## src/rtl/tinycpu_outport_if.sv

```systemverilog
// Bus between the tinycpu OUT port, the output FIFO and the host consumer.
// The master side drives the CPU write strobe and host ready; the FIFO is the slave.
interface tinycpu_outport_if #(
   parameter int WIDTH = 16,
   parameter int AW    = 3
);
   logic [WIDTH-1:0] out_data;
   logic             out_we;
   logic             stall;
   logic [WIDTH-1:0] host_data;
   logic             host_valid;
   logic             host_ready;
   logic [AW:0]      level;
   logic             ovf;
   logic [7:0]       drop_cnt;
   logic             clr_ovf;

   modport master (
      output out_data, out_we, host_ready, clr_ovf,
      input  stall, host_data, host_valid, level, ovf, drop_cnt
   );

   modport slave (
      input  out_data, out_we, host_ready, clr_ovf,
      output stall, host_data, host_valid, level, ovf, drop_cnt
   );
endinterface

```

## src/rtl/tinycpu_outport.sv

```systemverilog
// Show-ahead FIFO capturing tinycpu OUT writes and draining them to a host over valid/ready.
// Stalls the CPU when full and counts writes lost while full (sticky flag + saturating counter).
module tinycpu_outport #(
   parameter int WIDTH = 16,
   parameter int DEPTH = 8,
   parameter int AW    = 3
) (
   input  logic                clk,
   input  logic                reset,
   tinycpu_outport_if.slave    bus
);

   localparam logic [AW:0] LVL_FULL = (AW+1)'(DEPTH);

   logic [WIDTH-1:0] r_mem [DEPTH];
   logic [AW-1:0]    r_wr_ptr;
   logic [AW-1:0]    r_rd_ptr;
   logic [AW:0]      r_level;
   logic             r_ovf;
   logic [7:0]       r_drop_cnt;

   logic w_full;
   logic w_nonempty;
   logic w_pop;
   logic w_push;
   logic w_drop;

   function automatic logic [7:0] sat_inc8(input logic [7:0] v);
      return (v == 8'hFF) ? v : v + 8'd1;
   endfunction

   assign w_full     = (r_level == LVL_FULL);
   assign w_nonempty = (r_level != '0);
   assign w_pop      = w_nonempty & bus.host_ready;
   // A write while full is still accepted when the head leaves in the same cycle.
   assign w_push     = bus.out_we & (~w_full | w_pop);
   assign w_drop     = bus.out_we & w_full & ~w_pop;

   always_ff @(posedge clk) begin
      if (w_push) begin
         r_mem[r_wr_ptr] <= bus.out_data;
      end
   end

   always_ff @(posedge clk or negedge reset) begin
      if (!reset) begin
         r_wr_ptr <= '0;
         r_rd_ptr <= '0;
         r_level  <= '0;
      end else begin
         if (w_push) begin
            r_wr_ptr <= r_wr_ptr + AW'(1);
         end
         if (w_pop) begin
            r_rd_ptr <= r_rd_ptr + AW'(1);
         end
         case ({w_push, w_pop})
            2'b10:   r_level <= r_level + (AW+1)'(1);
            2'b01:   r_level <= r_level - (AW+1)'(1);
            default: r_level <= r_level;
         endcase
      end
   end

   // A drop in the same cycle as a clear wins, restarting the count at one.
   always_ff @(posedge clk or negedge reset) begin
      if (!reset) begin
         r_ovf      <= 1'b0;
         r_drop_cnt <= '0;
      end else if (w_drop) begin
         r_ovf      <= 1'b1;
         r_drop_cnt <= bus.clr_ovf ? 8'd1 : sat_inc8(r_drop_cnt);
      end else if (bus.clr_ovf) begin
         r_ovf      <= 1'b0;
         r_drop_cnt <= '0;
      end
   end

   assign bus.stall      = w_full;
   assign bus.host_valid = w_nonempty;
   assign bus.host_data  = w_nonempty ? r_mem[r_rd_ptr] : '0;
   assign bus.level      = r_level;
   assign bus.ovf        = r_ovf;
   assign bus.drop_cnt   = r_drop_cnt;

endmodule

```

## src/flat_wrapper.sv

```systemverilog
// flat-port wrapper written by rule: the top's interface ports become plain ports
module tinycpu_outport_flat 
#(
   parameter int WIDTH = 16,
   parameter int DEPTH = 8,
   parameter int AW    = 3
)
  (clk, reset, bus_out_data, bus_out_we, bus_host_ready, bus_clr_ovf, bus_stall, bus_host_data, bus_host_valid, bus_level, bus_ovf, bus_drop_cnt);
  tinycpu_outport_if #(.WIDTH(WIDTH), .AW(AW)) bus_i ();
  input  logic clk;
  input  logic reset;
  input wire logic [$bits(bus_i.out_data)-1:0] bus_out_data;
  input wire logic [$bits(bus_i.out_we)-1:0] bus_out_we;
  input wire logic [$bits(bus_i.host_ready)-1:0] bus_host_ready;
  input wire logic [$bits(bus_i.clr_ovf)-1:0] bus_clr_ovf;
  output wire logic [$bits(bus_i.stall)-1:0] bus_stall;
  output wire logic [$bits(bus_i.host_data)-1:0] bus_host_data;
  output wire logic [$bits(bus_i.host_valid)-1:0] bus_host_valid;
  output wire logic [$bits(bus_i.level)-1:0] bus_level;
  output wire logic [$bits(bus_i.ovf)-1:0] bus_ovf;
  output wire logic [$bits(bus_i.drop_cnt)-1:0] bus_drop_cnt;
  assign bus_i.out_data = bus_out_data;
  assign bus_i.out_we = bus_out_we;
  assign bus_i.host_ready = bus_host_ready;
  assign bus_i.clr_ovf = bus_clr_ovf;
  assign bus_stall = bus_i.stall;
  assign bus_host_data = bus_i.host_data;
  assign bus_host_valid = bus_i.host_valid;
  assign bus_level = bus_i.level;
  assign bus_ovf = bus_i.ovf;
  assign bus_drop_cnt = bus_i.drop_cnt;
  tinycpu_outport #(.WIDTH(WIDTH), .DEPTH(DEPTH), .AW(AW)) u_core (.clk(clk), .reset(reset), .bus(bus_i));
endmodule
```

## config.mk

```make
export PLATFORM = sky130hd
export DESIGN_NAME = tinycpu_outport_flat
export DESIGN_NICKNAME = d
export VERILOG_FILES = /design/src/rtl/tinycpu_outport_if.sv /design/src/rtl/tinycpu_outport.sv /design/src/flat_wrapper.sv
export SDC_FILE = /design/constraint.sdc
export NUM_CORES = 1
export LEC_CHECK = 0
export CELL_PAD_IN_SITES_DETAIL_PLACEMENT = 1
export CELL_PAD_IN_SITES_GLOBAL_PLACEMENT = 2
export CORE_MARGIN = 2
export CORE_UTILIZATION = 47
export CTS_CLUSTER_DIAMETER = 40
export DETAILED_ROUTE_END_ITERATION = 10
export PLACE_DENSITY = 0.82
export SLEW_MARGIN = 20
export SYNTH_ARGS = -nofsm -noshare
export SYNTH_HDL_FRONTEND = slang
export SYNTH_SLANG_ARGS = --single-unit
```

## constraint.sdc

```tcl
create_clock -name clk -period 8.2 [get_ports clk]
set_input_delay 1.64 -clock clk [delete_from_list [all_inputs] [get_ports clk]]
set_output_delay 1.64 -clock clk [all_outputs]
set_load 0.01 [all_outputs]
```

==> results of run 1 <==
sequential cells by signal (all words and copies together) (netlist names):
signal / count
u_core.bus.drop_cnt: 8
u_core.bus.level: 4
u_core.bus.ovf: 1
u_core.r_mem: 128
u_core.r_rd_ptr: 3
u_core.r_wr_ptr: 3
synth_stat cells, types with 2 or more instances:
cell type / count / area (um^2)
o21ai_0: 4 / 20.0
dfrtp_1: 19 / 475
clkbuf_1: 10 / 37.5
edfxtp_1: 128 / 3840
a311oi_1: 2 / 17.5
o211ai_1: 2 / 15.0
o21a_1: 2 / 15.0
ha_1: 4 / 50.1
o21bai_1: 2 / 15.0
a21oi_1: 4 / 20.0
nand2_1: 12 / 45.0
nand3_1: 6 / 30.0
buf_2: 3 / 15.0
buf_1: 2 / 7.51
and3_1: 2 / 12.5
nor2_1: 26 / 97.6
mux4_2: 32 / 721
mux2i_1: 18 / 180
nand2b_1: 6 / 37.5
inv_1: 4 / 15.0
xnor2_1: 4 / 35.0
nor3_1: 8 / 40.0
nor2b_1: 2 / 12.5
worst max-delay path, delay by kind of cell, from the launching register on:
family                 cells  cell delay (ns)
buffers and inverters      2             1.05
multiplexers               2             0.78
AND/OR/NAND/NOR            1             0.09
flip-flops                 1             0.33
logic make-up after synthesis:
kind of cell / count (synthesis) / share of synthesized area
flops: 147 / 0.721
simple gates: 74 / 0.0639
mux: 52 / 0.157
compound gates: 25 / 0.0286
buf+inv: 22 / 0.0163
xor+xnor: 4 / 0.00584
fa+ha+maj: 4 / 0.00835
power groups by stage:
stage          sequential (W)  clock, W  combinational, W
4_1_cts               0.00103  0.000765          0.000805
5_1_grt               0.00104  0.000791          0.000855
6_report              0.00102  0.000749          0.000784
3_5_place_dp          0.00104         0          0.000801
2_1_floorplan        0.000983         0          0.000510
3_3_place_gp          0.00103         0          0.000790
through the flow:
stage	hold slack (ns)	util
after global placement	0.512	0.540
after floorplan	0.525	-
after detailed placement	0.515	0.540
after CTS	0.523	0.586
after global routing	0.545	0.586
final	0.517	0.586
path summary, 6_finish.rpt:
check                                                       end  cells past startpoint
worst max-delay path                           bus_host_data[5]                      5
worst min-delay path                 u_core.bus.ovf$_DFFE_PN0P_                      2
worst max register to register    u_core.r_mem[7][15]$_DFFE_PP_                      5
worst min register to register       u_core.bus.ovf$_DFFE_PN0P_                      2
max in group asynchronous        u_core.r_rd_ptr[2]$_DFFE_PN0N_                      1
min in group asynchronous       u_core.bus.level[3]$_DFFE_PN0P_                      1
routing by layer:
| metal | share of wire | GRT usage | vias to the layer above |
|---|---|---|---|
| met5 | 0 | 0 | - |
| met4 | 0.021 | 0.0839 | 0 |
| met3 | 0.051 | 0.0520 | 23 |
| met2 | 0.52 | 0.328 | 87 |
| met1 | 0.41 | 0.252 | 1611 |
| li1 | - | - | 1435 |
cell usage in the layout, fill, tap and decap left out, types with 3 or more instances in the layout:
cell             count
a21oi_1              4
dfrtp_1             17
nand2b_1             6
edfxtp_1           128
mux4_2              32
nor3_2               4
nand3_1              6
mux2i_1             18
nand2_1             12
bufinv_16            3
buf_4               11
clkbuf_16           17
clkbuf_1             3
nor2_1              26
xnor2_1              4
clkinvlp_4           3
clkinv_2             3
o21ai_0              4
ha_1                 4
clkinv_1             3
inv_1                4
clkdlybuf4s50_1     51
nor3_1               4
final cells by class:
cell class / instances / area share
Tap cell: 172 / 0.0293
Inverter: 5 / 0.00256
Clock buffer: 20 / 0.0595
Timing Repair Buffer: 62 / 0.0808
Multi-Input combinational cell: 159 / 0.220
Sequential cell: 147 / 0.589
Clock inverter: 12 / 0.0189
==> qor.txt, run 1 <==
die width -> 117 um
cts bufs inserted -> 17
Via-to-Cell Ratio -> 5.47
Worst setup SP type -> flop
Critical Path End Type -> output port
status -> completed
# fillers -> 1,155
Period minus WS final -> 4.33 ns
CTS tree -> built
net switching power -> 0.000737 W
Total Power -> 0.00256 W
Post-synth ARST share -> 0.129
crit-path cells -> buf_4 -> mux4_2 -> mux2i_1 -> nor2_1 -> clkdlybuf4s50_1
Hold Vio Cnt, Final -> 0
CTS Sinks -> 147
worst rel slew slack -> 0.394
Worst Tran Pin Value -> 0.906 ns
Clock power frac -> 0.293
GRT overflow -> 0
P_leak -> 2.50 nW
Chip Height -> 117 um
area grow syn2layout -> 22.4%
DRC -> 0
Setup CP Type -> reg2out
Std-Cell Rows -> 41
Final WS setup -> 3.87 ns
ratio of cells with drive above 1 in the final layout -> 0.205
first-pass GRT wire length -> 19,300 um
switch share -> 0.288
Critical path origin -> u_core.r_rd_ptr[0]$_DFFE_PN0N_
Max rail drop VDD -> 0.194 mV
crit path DAT -> 2.69 ns
post-route antenna net violation count -> 0
reg2reg start -> u_core.bus.level[1]$_DFFE_PN0P_
Slew Viols, Final -> 0
Wirelength per Cell -> 21.4 um
CP max stage cell -> mux4_2
Achievable Freq -> 231 MHz
nets -> 417
area of the multi-input gates -> 1610 um^2
syn avg cell area -> 18.3 um^2
H-tree depth -> 4
Placed Instances -> 545
sequential power share -> 0.400
endpoints failing setup -> 0
RSZ-0062 raised after global routing -> no
CP max FO -> 34
# diodes -> 0
final instance area -> 7340 um^2
Cell Area, Placed -> 6760 um^2
Total Wirelength -> 12,400 um
setup TNS -> 0 ns
Req. time, crit path -> 6.56 ns
Comb power frac -> 0.307
Post-synth EDFFs -> 128
All-Layer GR Usage -> 0.199
initial antenna violation count -> 0
Post-DP HPWL -> 7420 um
synthesized net count -> 353
Synthesis Warnings -> 0
gpl congestion -> 0.740
DIE AREA -> 13,700 um^2
Post-CTS Setup Bufs -> 0
slowest stage delay, CP -> 0.60 ns
Clock Tree Root -> clkbuf_16
Cell Pwr Density -> 349 nW/um^2
CTS Buffer Depth -> 2
Post-Syn Instances -> 328
P_int -> 0.00182 W
fin cells -> 577
port buffer count -> 51
I/O pin cnt -> 52
crit share post-route -> 0.528
core box area -> 12,500 um^2
Worst-Skew Late Latency -> 0.42 ns
ys flop type -> edfxtp_1
Hold Crit Class -> reg2reg
largest net degree at the start of global routing -> 35
worst hold start -> u_core.bus.ovf$_DFFE_PN0P_
CTS Hold Bufs -> 0
initial core utilization -> 0.479
post-synthesis cell area -> 5990 um^2
total of max-cap violations -> 0
post-synthesis sequential area ratio -> 0.721
Yosys cell types -> 49
R2R Setup Slk -> 5.78 ns
cts repair resizes -> 0
register bit total from synthesis -> 147
Vias -> 3,156
register area -> 4320 um^2
pre-CTS WS -> 4.18 ns
vias in the first global route -> 3,396
Clock Pin Slew Worst Setup and Hold Paths -> 0.06 ns
DR iter-0 viols -> 204
Worst Skew -> 0.0114 ns
Initial DRT Pass Iterations -> 5
No activity file was read; power rests on OpenSTA's default activity.
==> inputs of run 2 (changes only) <==
--- a/config.mk
+++ b/config.mk
@@ -8,10 +8,10 @@
 export CELL_PAD_IN_SITES_DETAIL_PLACEMENT = 1
 export CELL_PAD_IN_SITES_GLOBAL_PLACEMENT = 2
 export CORE_MARGIN = 2
-export CORE_UTILIZATION = 47
+export CORE_UTILIZATION = 39
 export CTS_CLUSTER_DIAMETER = 40
 export DETAILED_ROUTE_END_ITERATION = 10
-export PLACE_DENSITY = 0.82
+export PLACE_DENSITY = 0.72
 export SLEW_MARGIN = 20
 export SYNTH_ARGS = -nofsm -noshare
 export SYNTH_HDL_FRONTEND = slang
==> constraint.sdc (replaced) <==
create_clock -name clk -period 3.7 [get_ports clk]
set_input_delay 0.74 -clock clk [delete_from_list [all_inputs] [get_ports clk]]
set_output_delay 0.74 -clock clk [all_outputs]
set_load 0.01 [all_outputs]
==> run 2 against run 1 <==
  * Setup slack lost 3.4 ns
  * Die area is 20% higher
  * Non-clock buffer count up 6
  * Clock power up 120%
  * Critical endpoint is now bus_host_data[12]
==> qor.txt, run 2 (synthesis gave the netlist of run 1 again) <==
status -> completed
Biggest register -> u_core.r_mem
crit-path cells -> nor4_4 -> buf_4 -> nor2_1 -> clkdlybuf4s50_1
Clock Pin Slew Worst Setup and Hold Paths -> 0.06 ns (about the same)
slowest stage delay, CP -> 0.65 ns (+0.05 ns)
Worst-Skew Late Latency -> 0.41 ns (about the same)
All-Layer GR Usage -> 0.170 (-0.0295)
Achievable Freq -> 308 MHz
post-route antenna net violation count -> 0 (unchanged)
core box area -> 15,100 um^2 (+21%)
I/O pin cnt -> 52 (unchanged)
# diodes -> 0 (unchanged)
worst rel slew slack -> 0.541 (+0.147)
endpoints failing setup -> 0 (unchanged)
delay-heaviest family, CP -> buffers and inverters
Total Power -> 0.00573 W (+120%)
Initial DRT Pass Iterations -> 4 (-1)
port buffer count -> 51 (unchanged)
ratio of cells with drive above 1 in the final layout -> 0.217 (+0.0121)
Via-to-Cell Ratio -> 5.38 (-1.7%)
gpl congestion -> 0.731 (-1.1%)
RSZ-0062 raised after global routing -> no
Total Wirelength -> 12,700 um (+3.1%)
Hold Vio Cnt, Final -> 0 (unchanged)
area grow syn2layout -> 23.7%
Placed Instances -> 567 (+4.0%)
Critical Path End Type -> output port
DIE AREA -> 16,400 um^2 (+20%)
CTS Sinks -> 147 (unchanged)
Req. time, crit path -> 2.96 ns (-3.60 ns)
Cell Pwr Density -> 773 nW/um^2 (+120%)
crit share post-route -> 0.876
most frequent cells in the layout -> 128 x edfxtp_1, 50 x clkdlybuf4s50_1, 32 x mux4_2
# fillers -> 1,415 (+23%)
Worst Skew -> 0.00692 ns (-0.00451 ns)
total of max-cap violations -> 0 (unchanged)
Max rail drop VDD -> 0.354 mV (+82%)
CTS Hold Bufs -> 0 (unchanged)
Wirelength per Cell -> 21.3 um (-0.52%)
Worst Tran Pin Value -> 0.683 ns (-0.223 ns)
fin cells -> 598 (+3.6%)
Worst setup SP type -> flop
initial antenna violation count -> 0 (unchanged)
WP buf/inv -> 2 (unchanged)
Post-CTS Setup Bufs -> 0 (unchanged)
Post-DP HPWL -> 7780 um (+4.9%)
vias in the first global route -> 3,454 (+1.7%)
most common cell after layout, fill and taps aside -> edfxtp_1
Period minus WS final -> 3.24 ns
Slew Viols, Final -> 0 (unchanged)
first-pass GRT wire length -> 20,200 um (+4.7%)
CP max FO -> 12 (-65%)
cts repair resizes -> 0 (unchanged)
Chip Height -> 128 um (+9.4%)
Std-Cell Rows -> 45 (+9.8%)
CP max stage cell -> nor4_4
nets -> 423 (+1.4%)
Hold Crit Class -> in2async
GRT overflow -> 0 (unchanged)
initial core utilization -> 0.397 (-0.0816)
Clock Tree Root -> clkbuf_16
Setup CP Type -> reg2out
P_leak -> 2.55 nW (+2.0%)
DRC -> 0 (unchanged)
CTS tree -> built
cts bufs inserted -> 17 (unchanged)
die width -> 128 um (+9.4%)
largest net degree at the start of global routing -> 35 (unchanged)
crit path DAT -> 2.50 ns (-0.19 ns)
CTS Buffer Depth -> 2 (unchanged)
setup TNS -> 0 ns (unchanged)
max reg flops -> 128 (unchanged)
Vias -> 3,216 (+1.9%)
H-tree depth -> 4 (unchanged)
DR iter-0 viols -> 143 (-30%)
run 2: cell types whose count changed in the layout (fill, tap and decap cells not counted), moves of 2 or more:
cell and change:
clkinvlp_4 -2, buf_4 +4, buf_12 +2, clkbuf_1 -2
run 2: where the power goes:
part	switching [W]	internal (W)	leakage [nW]
combinational	0.000843	0.000968	0.863
clock	0.000630	0.00104	0.280
sequential	0.000185	0.00206	1.41
total	0.00166	0.00408	2.55
run 2: metrics by stage:
step | utilization | setup slack (ns) | area (um^2) | hold slack (ns)
6_report | 0.491 | 0.458 | 7420 | 0.273
5_1_grt | 0.491 | 0.274 | 7420 | 0.308
4_1_cts | 0.492 | 0.392 | 7420 | 0.536
3_5_place_dp | 0.454 | 0.711 | 6850 | 0.525
3_3_place_gp | 0.454 | 0.769 | 6850 | 0.512
2_1_floorplan | - | 0.481 | 5990 | 0.444
run 2: routing by layer:
metal / share of wire / up-vias / global-route usage / wire (um)
met5: 0 / - / 0 / 0
met4: 0.012 / 0 / 0.0569 / 148
met3: 0.041 / 12 / 0.0384 / 529
met2: 0.50 / 75 / 0.269 / 6330
met1: 0.45 / 1677 / 0.234 / 5740
li1: - / 1452 / - / -
run 2: worst paths after layout:
kind | slack, ns | startpoint | to | cells past startpoint
max | 0.46 | u_core.bus.level[1]$_DFFE_PN0P_ | bus_host_data[12] | 4
max reg2reg | 1.18 | u_core.bus.level[1]$_DFFE_PN0P_ | u_core.bus.level[2]$_DFFE_PN0P_ | 6
max in group asynchronous | 3.08 | reset | u_core.r_rd_ptr[0]$_DFFE_PN0N_ | 1
min reg2reg | 0.53 | u_core.bus.ovf$_DFFE_PN0P_ | u_core.bus.ovf$_DFFE_PN0P_ | 2
min | 0.27 | reset | u_core.bus.level[2]$_DFFE_PN0P_ | 1
min in group clk | 0.53 | u_core.bus.ovf$_DFFE_PN0P_ | u_core.bus.ovf$_DFFE_PN0P_ | 2
run 2: final cells by class:
type | instances | area (um^2) | share of cell area
sequential | 147 | 4320 | 0.583
multi-input combinational | 159 | 1610 | 0.217
timing repair buffer | 68 | 658 | 0.0887
clock inverter | 13 | 141 | 0.0191
clock buffer | 18 | 429 | 0.0579
tap | 188 | 235 | 0.0317
inverter | 5 | 18.8 | 0.00253
run 2: worst register-to-register path: stages (launching register included):
cell and delay [ns]:
dfrtp_1 0.53, nor4_4 0.65, buf_4 0.35, nor2_1 0.09, a21o_1 0.16, ha_1 0.19, mux4_1 0.44
